**config.mk**
```make
export PLATFORM = sky130hd
export DESIGN_NAME = pll_speed_sequencer_flat
export DESIGN_NICKNAME = d
export VERILOG_FILES = /design/src/rtl/pll_speed_sequencer_if.sv /design/src/rtl/pll_speed_sequencer.sv /design/src/flat_wrapper.sv
export SDC_FILE = /design/constraint.sdc
export NUM_CORES = 1
export LEC_CHECK = 0
export ABC_AREA = 1
export CAP_MARGIN = 20
export CELL_PAD_IN_SITES_DETAIL_PLACEMENT = 0
export CELL_PAD_IN_SITES_GLOBAL_PLACEMENT = 2
export CORE_AREA = 4 4 99 147
export DETAILED_ROUTE_END_ITERATION = 6
export DIE_AREA = 0 0 103 151
export PLACE_DENSITY_LB_ADDON = 0.2
export RECOVER_POWER = 25
export SLEW_MARGIN = 25
export SYNTH_ARGS = -nofsm -noshare
export SYNTH_HDL_FRONTEND = slang
export SYNTH_SLANG_ARGS = --single-unit
```
**constraint.sdc**
```tcl
create_clock -name clk -period 2.2 [get_ports clk]
set_input_delay 0.33 -clock clk [delete_from_list [all_inputs] [get_ports clk]]
set_output_delay 0.33 -clock clk [all_outputs]
set_load 0.03 [all_outputs]
```
**src/rtl/pll_speed_sequencer_if.sv**
```systemverilog
// Avalon-MM write-only link from the speed sequencer to the PLL reconfig controller.
interface pll_speed_sequencer_if;
  logic        cfg_write;
  logic [5:0]  cfg_address;
  logic [31:0] cfg_data;
  logic        cfg_waitrequest;

  modport master (
    output cfg_write,
    output cfg_address,
    output cfg_data,
    input  cfg_waitrequest
  );

  modport slave (
    input  cfg_write,
    input  cfg_address,
    input  cfg_data,
    output cfg_waitrequest
  );
endinterface

```
**src/rtl/pll_speed_sequencer.sv**
```systemverilog
// CPU-clock PLL reconfiguration sequencer (CLK_50M domain).
// Synchronizes and debounces the requested speed/UART setting, then issues the
// four reconfig writes (mode, C0, C1, start), waits for settle and relock, and
// reports busy / applied speed / sticky lock-timeout.
module pll_speed_sequencer #(
  parameter int unsigned STABLE_CYCLES = 2,
  parameter int unsigned SETTLE_CYCLES = 16,
  parameter int unsigned LOCK_TIMEOUT  = 1048576,
  parameter logic [31:0] UDIV_FAST     = 32'h4F4F4,
  parameter logic [31:0] UDIV_SLOW     = 32'h40909
) (
  input  logic                         clk,
  input  logic                         reset_n,
  input  logic [2:0]                   speed_in,
  input  logic                         uspeed_in,
  input  logic                         pll_locked,
  pll_speed_sequencer_if.master        cfg,
  output logic                         busy,
  output logic [2:0]                   cur_speed,
  output logic                         lock_timeout
);

  localparam logic [7:0]  STABLE_N    = 8'(STABLE_CYCLES);
  localparam logic [23:0] SETTLE_LAST = 24'(SETTLE_CYCLES - 1);
  localparam logic [23:0] LOCK_LAST   = 24'(LOCK_TIMEOUT - 1);

  typedef enum logic [2:0] {
    IDLE,
    W_MODE,
    W_C0,
    W_C1,
    W_START,
    SETTLE,
    WAIT_LOCK
  } state_t;

  // Two-flop synchronizer outputs
  logic [2:0] spd_m, spd_s;
  logic       usp_m, usp_s;
  logic       lck_m, lck_s;

  // Debounce: {speed, uspeed}
  logic [3:0] sample, last_sample, target;
  logic [7:0] stable_cnt, stable_inc;

  // Sequencer registers and their next values
  state_t      state, state_n;
  logic        wr, wr_n;
  logic [5:0]  addr, addr_n;
  logic [31:0] data, data_n;
  logic        busy_n;
  logic [2:0]  cur_n;
  logic        to_n;
  logic        app_usp, app_usp_n;
  logic [2:0]  snap_spd, snap_spd_n;
  logic        snap_usp, snap_usp_n;
  logic [23:0] cnt, cnt_n;

  // Per-write-state bus values
  logic        in_write;
  logic [5:0]  w_addr;
  logic [31:0] w_data;
  state_t      w_next;
  logic [31:0] c0_word;

  assign cfg.cfg_write   = wr;
  assign cfg.cfg_address = addr;
  assign cfg.cfg_data    = data;

  // Bring the async clk_sys-side requests and the PLL lock into this domain
  always_ff @(posedge clk) begin
    if (!reset_n) begin
      spd_m <= '0;
      spd_s <= '0;
      usp_m <= 1'b1;
      usp_s <= 1'b1;
      lck_m <= 1'b0;
      lck_s <= 1'b0;
    end else begin
      spd_m <= speed_in;
      spd_s <= spd_m;
      usp_m <= uspeed_in;
      usp_s <= usp_m;
      lck_m <= pll_locked;
      lck_s <= lck_m;
    end
  end

  // Out-of-range speeds collapse to 0 before the stability comparison
  assign sample     = {(spd_s > 3'd4) ? 3'd0 : spd_s, usp_s};
  assign stable_inc = stable_cnt + 8'd1;

  // Accept a new target once the clamped sample has repeated STABLE_CYCLES times
  always_ff @(posedge clk) begin
    if (!reset_n) begin
      last_sample <= 4'b0001;
      stable_cnt  <= '0;
      target      <= 4'b0001;
    end else if (sample != last_sample) begin
      last_sample <= sample;
      stable_cnt  <= 8'd1;
      if (STABLE_N <= 8'd1) target <= sample;
    end else begin
      if (stable_cnt < STABLE_N) stable_cnt <= stable_inc;
      if (stable_inc >= STABLE_N) target <= sample;
    end
  end

  // C0 divider word for the snapshotted speed index
  always_comb begin
    unique case (snap_spd)
      3'd1:    c0_word = 32'h20504;
      3'd2:    c0_word = 32'h01e1e;
      3'd3:    c0_word = 32'h00f0f;
      3'd4:    c0_word = 32'h00808;
      default: c0_word = 32'h00505;
    endcase
  end

  // Sequencer state register and all registered outputs
  always_ff @(posedge clk) begin
    if (!reset_n) begin
      state        <= IDLE;
      wr           <= 1'b0;
      addr         <= '0;
      data         <= '0;
      busy         <= 1'b0;
      cur_speed    <= '0;
      lock_timeout <= 1'b0;
      app_usp      <= 1'b1;
      snap_spd     <= '0;
      snap_usp     <= 1'b1;
      cnt          <= '0;
    end else begin
      state        <= state_n;
      wr           <= wr_n;
      addr         <= addr_n;
      data         <= data_n;
      busy         <= busy_n;
      cur_speed    <= cur_n;
      lock_timeout <= to_n;
      app_usp      <= app_usp_n;
      snap_spd     <= snap_spd_n;
      snap_usp     <= snap_usp_n;
      cnt          <= cnt_n;
    end
  end

  // Next-state and next-output logic
  always_comb begin
    state_n    = state;
    wr_n       = wr;
    addr_n     = addr;
    data_n     = data;
    busy_n     = busy;
    cur_n      = cur_speed;
    to_n       = lock_timeout;
    app_usp_n  = app_usp;
    snap_spd_n = snap_spd;
    snap_usp_n = snap_usp;
    cnt_n      = cnt;
    in_write   = 1'b0;
    w_addr     = '0;
    w_data     = '0;
    w_next     = state;

    unique case (state)
      IDLE: begin
        if (lck_s && (target != {cur_speed, app_usp})) begin
          snap_spd_n = target[3:1];
          snap_usp_n = target[0];
          busy_n     = 1'b1;
          to_n       = 1'b0;
          state_n    = W_MODE;
        end
      end
      W_MODE: begin
        in_write = 1'b1;
        w_addr   = 6'd0;
        w_data   = '0;
        w_next   = W_C0;
      end
      W_C0: begin
        in_write = 1'b1;
        w_addr   = 6'd5;
        w_data   = c0_word;
        w_next   = W_C1;
      end
      W_C1: begin
        in_write = 1'b1;
        w_addr   = 6'd5;
        w_data   = snap_usp ? UDIV_FAST : UDIV_SLOW;
        w_next   = W_START;
      end
      W_START: begin
        in_write = 1'b1;
        w_addr   = 6'd2;
        w_data   = '0;
        w_next   = SETTLE;
      end
      SETTLE: begin
        if (cnt == SETTLE_LAST) begin
          cnt_n   = '0;
          state_n = WAIT_LOCK;
        end else begin
          cnt_n = cnt + 24'd1;
        end
      end
      WAIT_LOCK: begin
        if (lck_s) begin
          cur_n     = snap_spd;
          app_usp_n = snap_usp;
          busy_n    = 1'b0;
          state_n   = IDLE;
        end else if (cnt == LOCK_LAST) begin
          to_n    = 1'b1;
          busy_n  = 1'b0;
          state_n = IDLE;
        end else begin
          cnt_n = cnt + 24'd1;
        end
      end
      default: state_n = IDLE;
    endcase

    // Each write state spends one cycle with cfg_write low, then holds the
    // write until accepted; this yields the one-cycle gap between writes.
    if (in_write) begin
      if (!wr) begin
        wr_n   = 1'b1;
        addr_n = w_addr;
        data_n = w_data;
      end else if (!cfg.cfg_waitrequest) begin
        wr_n    = 1'b0;
        state_n = w_next;
        cnt_n   = '0;
      end
    end
  end

endmodule
```
**src/flat_wrapper.sv**
```systemverilog
// flat-port wrapper written by rule: the top's interface ports become plain ports
module pll_speed_sequencer_flat 
#(
  parameter int unsigned STABLE_CYCLES = 2,
  parameter int unsigned SETTLE_CYCLES = 16,
  parameter int unsigned LOCK_TIMEOUT  = 1048576,
  parameter logic [31:0] UDIV_FAST     = 32'h4F4F4,
  parameter logic [31:0] UDIV_SLOW     = 32'h40909
)
  (clk, reset_n, speed_in, uspeed_in, pll_locked, busy, cur_speed, lock_timeout, cfg_cfg_write, cfg_cfg_address, cfg_cfg_data, cfg_cfg_waitrequest);
  pll_speed_sequencer_if cfg_i ();
  input  logic clk;
  input  logic reset_n;
  input  logic [2:0] speed_in;
  input  logic uspeed_in;
  input  logic pll_locked;
  output logic busy;
  output logic [2:0] cur_speed;
  output logic lock_timeout;
  output wire logic [$bits(cfg_i.cfg_write)-1:0] cfg_cfg_write;
  output wire logic [$bits(cfg_i.cfg_address)-1:0] cfg_cfg_address;
  output wire logic [$bits(cfg_i.cfg_data)-1:0] cfg_cfg_data;
  input wire logic [$bits(cfg_i.cfg_waitrequest)-1:0] cfg_cfg_waitrequest;
  assign cfg_cfg_write = cfg_i.cfg_write;
  assign cfg_cfg_address = cfg_i.cfg_address;
  assign cfg_cfg_data = cfg_i.cfg_data;
  assign cfg_i.cfg_waitrequest = cfg_cfg_waitrequest;
  pll_speed_sequencer #(.STABLE_CYCLES(STABLE_CYCLES), .SETTLE_CYCLES(SETTLE_CYCLES), .LOCK_TIMEOUT(LOCK_TIMEOUT), .UDIV_FAST(UDIV_FAST), .UDIV_SLOW(UDIV_SLOW)) u_core (.clk(clk), .reset_n(reset_n), .speed_in(speed_in), .uspeed_in(uspeed_in), .pll_locked(pll_locked), .cfg(cfg_i), .busy(busy), .cur_speed(cur_speed), .lock_timeout(lock_timeout));
endmodule
```
# [Word level (Yosys, flattened, before mapping)]
# Index checks and enable logic that the tools add are counted.
[word_totals] regBits=102 inputBits=8 out_inout_bits=44
[classes] add_sub_neg=2 n_lt_le_gt_ge=3 eq_ne=19 muxes=34 n_bitwise=3 reduce_logical=13
[op_table] op="two-way mux 24 bit" count=6
[op_table] op="one-hot mux 18 bit (4 select lines)" count=1
[op_table] op="one-hot mux 32 bit (2 select lines)" count=1
[op_table] op="one-hot mux 24 bit (2 select lines)" count=1
[op_table] op="adder 24 x 1 -> 24 bit (second input constant)" count=1
[op_table] op="equality test 24 x 20 -> 1 bit (second input constant)" count=1
[op_table] op="equality test 24 x 4 -> 1 bit (second input constant)" count=1
[op_table] op="two-way mux 3 bit" count=8
[op_table] op="one-hot mux 3 bit (4 select lines)" count=2
[op_table] op="two-way mux 16 bit" count=1
[op_table] op="equality test 3 x 2 -> 1 bit (second input constant)" count=4
[op_table] op="equality test 3 bit (second input constant)" count=4
[op_table] op="two-way mux 1 bit" count=11
[op_table] op="adder 8 x 1 -> 8 bit (second input constant)" count=1
[op_table] op=">= comparator 8 x 2 -> 1 bit (second input constant)" count=1
[op_table] op="< comparator 8 x 2 -> 1 bit (second input constant)" count=1
[op_table] op="!= test 4 bit" count=2
[op_table] op="AND reduction 2 bit" count=4
[op_table] op="!= test 7 bit (second input constant)" count=1
[op_table] op="equality test 3 x 1 -> 1 bit (second input constant)" count=2
[op_table] op="one-hot mux 3 bit (2 select lines)" count=1
[op_table] op="!= test 2 x 1 -> 1 bit (second input constant)" count=2
[op_table] op="one-hot mux 1 bit (2 select lines)" count=2
[op_table] op="AND reduction 4 bit" count=1
[op_table] op="10 further kinds" count=14

# [Depth between registers and ports, before layout]
# Gate-level depths: netlist (run 1).
[depth] word_depth=7 mapped_depth=13 depth_no_buf=12

# [Worst setup path after synthesis (run 1)]
# Ideal clock, no wire load.
[synth_path] path_type="reg-to-reg" from="register u_core.cnt[0]" to="register u_core.cnt[13]" arrival_ns=1.513 required_time_ns=2.085 slack_ns=0.572 stages_incl_launch_ff=12 n_path_buf=1 cell_sequence="dfxtp_1 > ha_1 > nand2_2 > nor2_4 > nand2_2 > nor2_4 > nand3_2 > nand2_4 > nand2_4 > buf_6 > a21oi_1 > nor2_1"
[synth_via] elab_chain_cells=7 word_cells_on_any_way=10 classes_between="add/sub: 1; eq/ne: 2; mux: 7"
[synth_lines] element="start: declaration" line_no="pll_speed_sequencer.sv:57" text="logic [23:0] cnt, cnt_n;"
[synth_lines] element="start signal: assignment" line_no="pll_speed_sequencer.sv:145" text="cnt <= cnt_n;"
[synth_lines] element="adder 24 x 1 -> 24 bit or equality test 24 x 20 -> 1 bit (tied branches)" line_no="pll_speed_sequencer.sv:206, pll_speed_sequencer.sv:220, pll_speed_sequencer.sv:215"
[synth_lines] element="two-way mux 24 bit" line_no="pll_speed_sequencer.sv:215" text="end else if (cnt == LOCK_LAST) begin"
[synth_lines] element="two-way mux 24 bit" line_no="pll_speed_sequencer.sv:210" text="if (lck_s) begin"
[synth_lines] element="one-hot mux 24 bit (2 select lines) *" line_no="pll_speed_sequencer.sv:167" text="unique case (state)"
[synth_lines] element="two-way mux 24 bit" line_no="pll_speed_sequencer.sv:233" text="end else if (!cfg.cfg_waitrequest) begin"
[synth_lines] element="two-way mux 24 bit" line_no="pll_speed_sequencer.sv:229" text="if (!wr) begin"
[synth_lines] element="two-way mux 24 bit *" line_no="pll_speed_sequencer.sv:228" text="if (in_write) begin"
# Mark *: on every way between the ends. The rest lies on a longest branch, timed or not.
# A chain may end at the register's enable or synchronous reset.

# [Worst setup path after layout (run 1)]
[layout_path] from="register u_core.cnt[0]" to="register u_core.cnt[18]"
# Same word-level chain as after synthesis.

==> results by group, run 1 <==
Job
  • Max-cap violations: 0

Yosys
  • Register area share after synthesis: 37.09%
  • Synth top cells by count: nand2_1, dfxtp_1, inv_1
  • Top-count cell post-synth: nand2_1
  • Synthesized area per cell: 6.967 um^2
  • Synth area leader: dfxtp_1
  • Share of the synthesized area in the top cell type: 37.09%
  • Warnings, synthesis: 0
  • Synth Cell Area: 4048 um^2
  • EDFF count, synth: 0
  • Yosys cell types: 38
  • Synth Flop Type: dfxtp_1
  • Main area contributors after synthesis: dfxtp_1, nand2_1, inv_1
  • Syn Inst Count: 581
  • Register bit count reported by yosys: 75
  • Ys async rst share: 0%

Power and ir drop
  • Clk pwr share: 47.6%
  • Sw frac: 26.32%
  • Comb pwr share: 10.3%
  • Worst vdd ir: 284.4 uV
  • Int Pwr: 2.532 mW
  • PnR Total Power: 3.436 mW
  • Leak: 1.961 nW
  • Net load switching power: 0.9044 mW
  • Reg power frac: 42.0%
  • PD cells: 719.1 nW/um^2

CTS
  • Clock transition at path regs: 70 ps
  • Cts hold-fix bufs: 0
  • CTS max path bufs: 2
  • Clock root cell: clkbuf_16
  • Post-CTS setup buffer count: 0
  • CTS tree: done
  • Clk_lat worst skew: 340 ps
  • Clk sink count: 75
  • PostCTS Resize Cnt: 0
  • Htree depth: 3
  • Num CTS Buffers: 9

Detailed routing
  • WL final: 10.47 mm
  • Drt first pass iters: 5
  • Met3 WL: 228 um
  • DRC Markers: 0
  • Max layer used: met4
  • Antenna Nets Post-Route: 0
  • Vias per std cell: 4.588
  • Initial DRC Count: 155
  • Routed met2 length: 5.604 mm
  • Routed via count: 3,583
  • DR WL/cell: 13.41 um
  • Metal-1 WL: 4.495 mm

Global routing
  • Initial antenna violation count: 0
  • Largest net degree at the start of global routing: 27
  • Vias in the first global route: 3,406
  • First-pass GRT wire length: 17.20 mm
  • Tot GR Track Use: 14.31%
  • GRT Residual Overflow: 0

Critical path
  • Crit start category: register
  • Buffers & Inverters on Critical Path: 0
  • CP Class: register to register
  • CP max stage cell: dfxtp_1
  • CP most frequent cell: nand2_1
  • Critical Path End Type: register
  • Worst path max stage delay: 420 ps
  • Crit path DAT: 2240 ps
  • Worst path top cell family by delay: simple AND/OR/NAND/NOR gates
  • CP cell instances: ha_1 -> nand3_1 -> nor2_1 -> nand3_1 -> nor2_2 -> nand2_1 -> nand2_2 -> nand2_1 -> nand2_1 -> nor2_1
  • Crit-path max FO: 5
  • Required time of the critical path: 2430 ps

Timing
  • Worst rel slew slack: 27.87%
  • Min Tclk post-route: 2003 ps
  • Final Max Slew Viols: 0
  • Number of setup violations in the final report: 0
  • Final hold violations: 0
  • Slew at the pin closest to its max-slew limit: 1082 ps
  • Max frequency: 499.3 MHz
  • Worst clock skew: 8.293 ps
  • Tcrit/Tclk final: 91.05%
  • PnR worst setup slack: 197.0 ps
  • RSZ-0062 raised after global routing: false

Floorplan
  • Rows: 52
  • Height of the die: 151 um
  • Die area: 15,550 um^2
  • Core Area: 13,400 um^2
  • # IOs: 52
  • Initial Util: 30.20%
  • Die span in x: 103 um

Final layout
  • Antenna diode count: 0
  • Final Instance Count excl. Fillers: 781
  • Final #Nets: 625
  • Layout area overhead: 18.05%
  • Ratio of cells with drive above 1 in the final layout: 10.99%

Placement
  • DP Worst Slack: -24.06 ps
  • Port Buffers: 34
  • Placed insts: 765
  • Gpl congestion: 0.7726
  • Detailed placement HPWL: 7.994 mm

Outcome
  • Status: complete, no violations

Hold path
  • Hold Path Class: register to register
==> kinds of logic after synthesis <==
logic type	synth area share [%]
fa+ha+maj	0.9275
compound gates	10.91
xor+xnor	2.813
other cells	0.09265
simple gates	33.14
flops	37.09
buf+inv	15.02
==> final cells by class <==
class / count / area [um^2]
repair buffers: 46 / 422.9
flip-flops and latches: 75 / 1501
well taps: 162 / 202.7
fillers: 1446 / 8625
clock inverters: 7 / 98.84
inverters: 79 / 306.5
clock buffers: 9 / 225.2
multi-input cells: 403 / 2021
==> routing by layer <==
layer  vias to the layer above  track usage, %
met5                         -               0
met4                         0           4.731
met3                         8           3.041
met2                        46           25.87
met1                      1662           16.40
li1                       1867               -
==> through the flow <==
| step | cell area [um^2] | utilization [%] | TNS, ps | hold slack, ps |
|---|---|---|---|---|
| 6_report | 4778 | 35.65 | 0 | 410.5 |
| 5_1_grt | 4778 | 35.65 | 0 | 431.4 |
| 4_1_cts | 4763 | 35.54 | 0 | 413.4 |
| 3_5_place_dp | 4439 | 33.12 | -24.06 | 398.0 |
| 3_3_place_gp | 4439 | 33.12 | 0 | 396.2 |
| 2_1_floorplan | 4108 | - | 0 | 390.5 |
==> power by group through the flow <==
| stage | registers, mW | logic, mW | clock network [mW] |
|---|---|---|---|
| finish | 1.44 | 0.355 | 1.64 |
| global route | 1.45 | 0.394 | 1.74 |
| CTS | 1.45 | 0.362 | 1.69 |
| detailed placement | 1.48 | 0.360 | 0 |
| global placement | 1.48 | 0.358 | 0 |
| floorplan | 1.49 | 0.269 | 0 |
==> registers in the layout, indices dropped and copies added (netlist names) <==
name / count
u_core.app_usp: 1
u_core.busy: 1
u_core.cfg.cfg_address: 2
u_core.cfg.cfg_data: 9
u_core.cfg.cfg_write: 1
u_core.cnt: 24
u_core.cur_speed: 3
u_core.last_sample: 4
u_core.lck_m: 1
u_core.lck_s: 1
u_core.lock_timeout: 1
u_core.snap_spd: 3
u_core.snap_usp: 1
u_core.spd_m: 3
u_core.spd_s: 3
u_core.stable_cnt: 8
u_core.state: 3
u_core.target: 4
u_core.usp_m: 1
u_core.usp_s: 1
==> worst paths after layout <==
kind,cells after the start,startpoint,slack (ps),to
max reg2reg,10,u_core.cnt[0],200,u_core.cnt[18]
max,10,u_core.cnt[0],200,u_core.cnt[18]
min reg2reg,2,u_core.spd_m[0],410,u_core.spd_s[0]
min,2,u_core.spd_m[0],410,u_core.spd_s[0]
==> tightest hold or removal path: stages (launching register included) <==
cell,delay (ps)
dfxtp_1,300
nand2_1,40
inv_1,40
==> layout by cell type (no fill, tap or decap), types with 2 or more instances in the layout <==
cell type	synthesis	layout
nand2_1	124	124
dfxtp_1	75	75
inv_1	71	71
nor2_1	58	58
nand3_1	49	49
a21oi_1	41	41
clkdlybuf4s50_1	0	34
o21ai_0	28	28
conb_1	1	17
nor3_1	10	10
buf_4	29	10
nand4_1	9	9
clkbuf_16	0	9
nand3_2	8	8
nand2_2	8	8
xnor2_1	7	7
xor2_1	6	6
o21ai_1	5	5
or2_2	5	5
inv_2	4	4
nor2_4	3	4
nor2_2	5	4
o21a_1	3	3
inv_6	1	3
nand3b_1	3	3
ha_1	3	3
clkinv_1	2	2
nand2_8	0	2
clkinv_4	1	2
a21oi_2	2	2
bufinv_16	0	2
clkbuf_1	4	2
Note: power is estimated with default switching activity, not from simulation.
==> run 2, diff against run 1 <==
ABC_CLOCK_PERIOD_IN_PS = 2200   (was not set)
RECOVER_POWER = 50   (was 25)
==> run 2 against run 1 <==
  * Die area unchanged
  * Clock-buffer cell count unchanged
  * Register-to-register slack about the same
  * Design area down 0.16%
  * Combinational power down 2%
  * Fmax down 0.48%
  * Largest cell class unchanged
  * Core utilization down 0.056 points
  * Routed wire length down 0.25%
  * Clock power about the same
==> results by group, run 2 (synthesis gave the netlist of run 1 again) <==
Critical path
  • Critical Path End Type: register (unchanged)
  • CP most frequent cell: nand2_1 (unchanged)
  • R2R Path End: u_core.cnt[18] (unchanged)
  • Crit path DAT: 2240 ps (about the same)
  • Worst path max stage delay: 420 ps (about the same)
  • Required time of the critical path: 2430 ps (about the same)
  • CP startpoint: u_core.cnt[0] (unchanged)
  • Crit-path max FO: 5 (unchanged)
  • Critical Path Sink: u_core.cnt[18] (unchanged)
  • Worst path top cell family by delay: simple AND/OR/NAND/NOR gates (unchanged)
  • CP cell instances: ha_1 -> nand3_1 -> nor2_1 -> nand3_1 -> nor2_2 -> nand2_1 -> nand2_2 -> nand2_1 -> nand2_1 -> nor2_1 (unchanged)
  • Worst path depth: 10 (unchanged)
  • Worst r2r path cells: 10 (unchanged)
  • CP Class: register to register (unchanged)
  • Crit start category: register (unchanged)
  • Reg2Reg Launch Point: u_core.cnt[0] (unchanged)
  • Worst R2R Setup Slack: 190 ps (was 200 ps)
  • CP max stage cell: dfxtp_1 (unchanged)
  • Buffers & Inverters on Critical Path: 0 (unchanged)

CTS
  • Clock transition at path regs: 70 ps (about the same)
  • CTS max path bufs: 2 (unchanged)
  • CTS tree: done (unchanged)
  • Clk sink count: 75 (unchanged)
  • Num CTS Buffers: 9 (unchanged)
  • Clk_lat worst skew: 340 ps (about the same)
  • Cts hold-fix bufs: 0 (unchanged)
  • Htree depth: 3 (unchanged)
  • Clock root cell: clkbuf_16 (unchanged)

Floorplan
  • Height of the die: 151 um (unchanged)
  • Die span in x: 103 um (unchanged)
  • Die area: 15,550 um^2 (unchanged)
  • Initial Util: 30.20% (unchanged)
  • # IOs: 52 (unchanged)
  • Rows: 52 (unchanged)
  • Core Area: 13,400 um^2 (unchanged)

Power and ir drop
  • Sw frac: 26.30% (was 26.32%)
  • PD cells: 718.3 nW/um^2 (was 719.1 nW/um^2)
  • Clk pwr share: 47.7% (was 47.6%)
  • Worst vdd ir: 284.4 uV (about the same)
  • Int Pwr: 2.526 mW (was 2.532 mW)
  • Leak: 2.015 nW (was 1.961 nW)
  • Comb pwr share: 10.2% (was 10.3%)
  • Reg power frac: 42.1% (was 42.0%)
  • Net load switching power: 0.9012 mW (was 0.9044 mW)

Detailed routing
  • Drt first pass iters: 4 (was 5)
  • WL final: 10.45 mm (was 10.47 mm)
  • DR WL/cell: 13.37 um (was 13.41 um)
  • DRC Markers: 0 (unchanged)
  • Initial DRC Count: 164 (was 155)
  • Antenna Nets Post-Route: 0 (unchanged)
  • Vias per std cell: 4.584 (was 4.588)
  • Routed via count: 3,580 (was 3,583)

Global routing
  • Initial antenna violation count: 0 (unchanged)
  • GRT Residual Overflow: 0 (unchanged)
  • Vias in the first global route: 3,406 (unchanged)
  • Largest net degree at the start of global routing: 27 (unchanged)
  • First-pass GRT wire length: 17.20 mm (unchanged)
  • Tot GR Track Use: 14.31% (unchanged)

Timing
  • Final Max Slew Viols: 0 (unchanged)
  • Worst clock skew: 7.823 ps (was 8.293 ps)
  • Slew at the pin closest to its max-slew limit: 1097 ps (was 1082 ps)
  • Max frequency: 496.9 MHz (was 499.3 MHz)
  • Number of setup violations in the final report: 0 (unchanged)
  • Min Tclk post-route: 2013 ps (was 2003 ps)
  • Tcrit/Tclk final: 91.48% (was 91.05%)
  • Setup TNS: 0 ps (unchanged)
  • PnR worst setup slack: 187.4 ps (was 197.0 ps)
  • Worst rel slew slack: 26.87% (was 27.87%)
  • Final hold violations: 0 (unchanged)
  • RSZ-0062 raised after global routing: false (unchanged)

Placement
  • Placed cell area: 4439 um^2 (unchanged)
  • DP Worst Slack: -24.06 ps (unchanged)
  • Port Buffers: 34 (unchanged)
  • Placed insts: 765 (unchanged)
  • Detailed placement HPWL: 7.994 mm (unchanged)
  • Gpl congestion: 0.7726 (unchanged)

Final layout
  • Ratio of cells with drive above 1 in the final layout: 10.66% (was 10.99%)
  • Final Instance Count excl. Fillers: 781 (unchanged)
  • Final Util: 35.60% (was 35.65%)
  • Commonest non-fill, non-tap cell in the layout: nand2_1 (unchanged)
  • Max reg flops: 24 (unchanged)
  • Commonest cells after routing, fill and taps aside: nand2_1, dfxtp_1, inv_1, nor2_1, nand3_1 (unchanged)
  • Final #Nets: 625 (unchanged)
  • Antenna diode count: 0 (unchanged)
  • Post-route cell area: 4771 um^2 (was 4778 um^2)
  • Top reg by flops: u_core.cnt (unchanged)
  • Layout area overhead: 17.87% (was 18.05%)

Hold path
  • Hold Path Class: register to register (unchanged)
  • Worst hold path startpoint: u_core.spd_m[0] (unchanged)

Job
  • Max-cap violations: 0 (unchanged)

Outcome
  • Status: complete, no violations (unchanged)
[run 2: cell count changes in the layout (fill, tap and decap cells not counted)]
cell	before	now
nor2_1	58	59
nand3_2	8	7
nor2_2	4	3
clkdlybuf4s50_1	34	16
nand3_1	49	50
dlygate4sd3_1	0	18
[run 2: worst reg2reg max path, cell delays in order, from the launching register on]
cell     delay, ps
dfxtp_1        420
ha_1           230
nand3_1        150
nor2_1         350
nand3_1        190
nor2_2         260
nand2_1        100
nand2_2         70
nand2_1         40
nand2_1         60
nor2_1          40
[run 2: metrics by stage]
| stage | power [mW] | hold WS (ps) |
|---|---|---|
| 3_5_place_dp | 1.836 | 398.0 |
| 5_1_grt | 3.583 | 431.4 |
| 4_1_cts | 3.494 | 413.4 |
| 3_3_place_gp | 1.833 | 396.2 |
| 2_1_floorplan | 1.757 | 390.5 |
| 6_report | 3.427 | 410.5 |
[run 2: worst min path at each step]
| stage | end | depth (start not counted) |
|---|---|---|
| 5_1_grt | u_core.usp_s | 1 |
| 4_1_cts | u_core.spd_s[0] | 2 |
| 6_report | u_core.spd_s[0] | 2 |
| 3_5_place_dp | u_core.spd_s[0] | 2 |
| 2_1_floorplan | u_core.lck_s | 2 |
| 3_3_place_gp | u_core.spd_s[0] | 2 |
[run 2: cell type report]
cell class	count	area, um^2
fillers	1448	8632
clock buffers	9	225.2
well taps	162	202.7
inverters	79	306.5
flip-flops and latches	75	1501
clock inverters	7	98.84
repair buffers	46	422.9
multi-input cells	403	2013
[run 2: power by group through the flow]
stage                     clock [mW]  combinational [mW]  sequential [mW]
after floorplan                    0               0.269             1.49
after global placement             0               0.358             1.48
after detailed placement           0               0.360             1.48
after CTS                       1.69               0.362             1.45
after global routing            1.74               0.388             1.45
final                           1.63               0.349             1.44
[run 2: what timing repair did]
action	CTS	global route
buffers inserted	0	0
gates resized for setup	0	3
endpoints found under the setup margin	0	13
[run 2: per-layer routing]
layer | GRT usage, % | wire (um) | vias up
li1 | - | - | 1871
met1 | 16.40 | 4454 | 1645
met2 | 25.87 | 5538 | 54
met3 | 3.041 | 255 | 10
met4 | 4.731 | 196 | 0
met5 | 0 | 0 | -
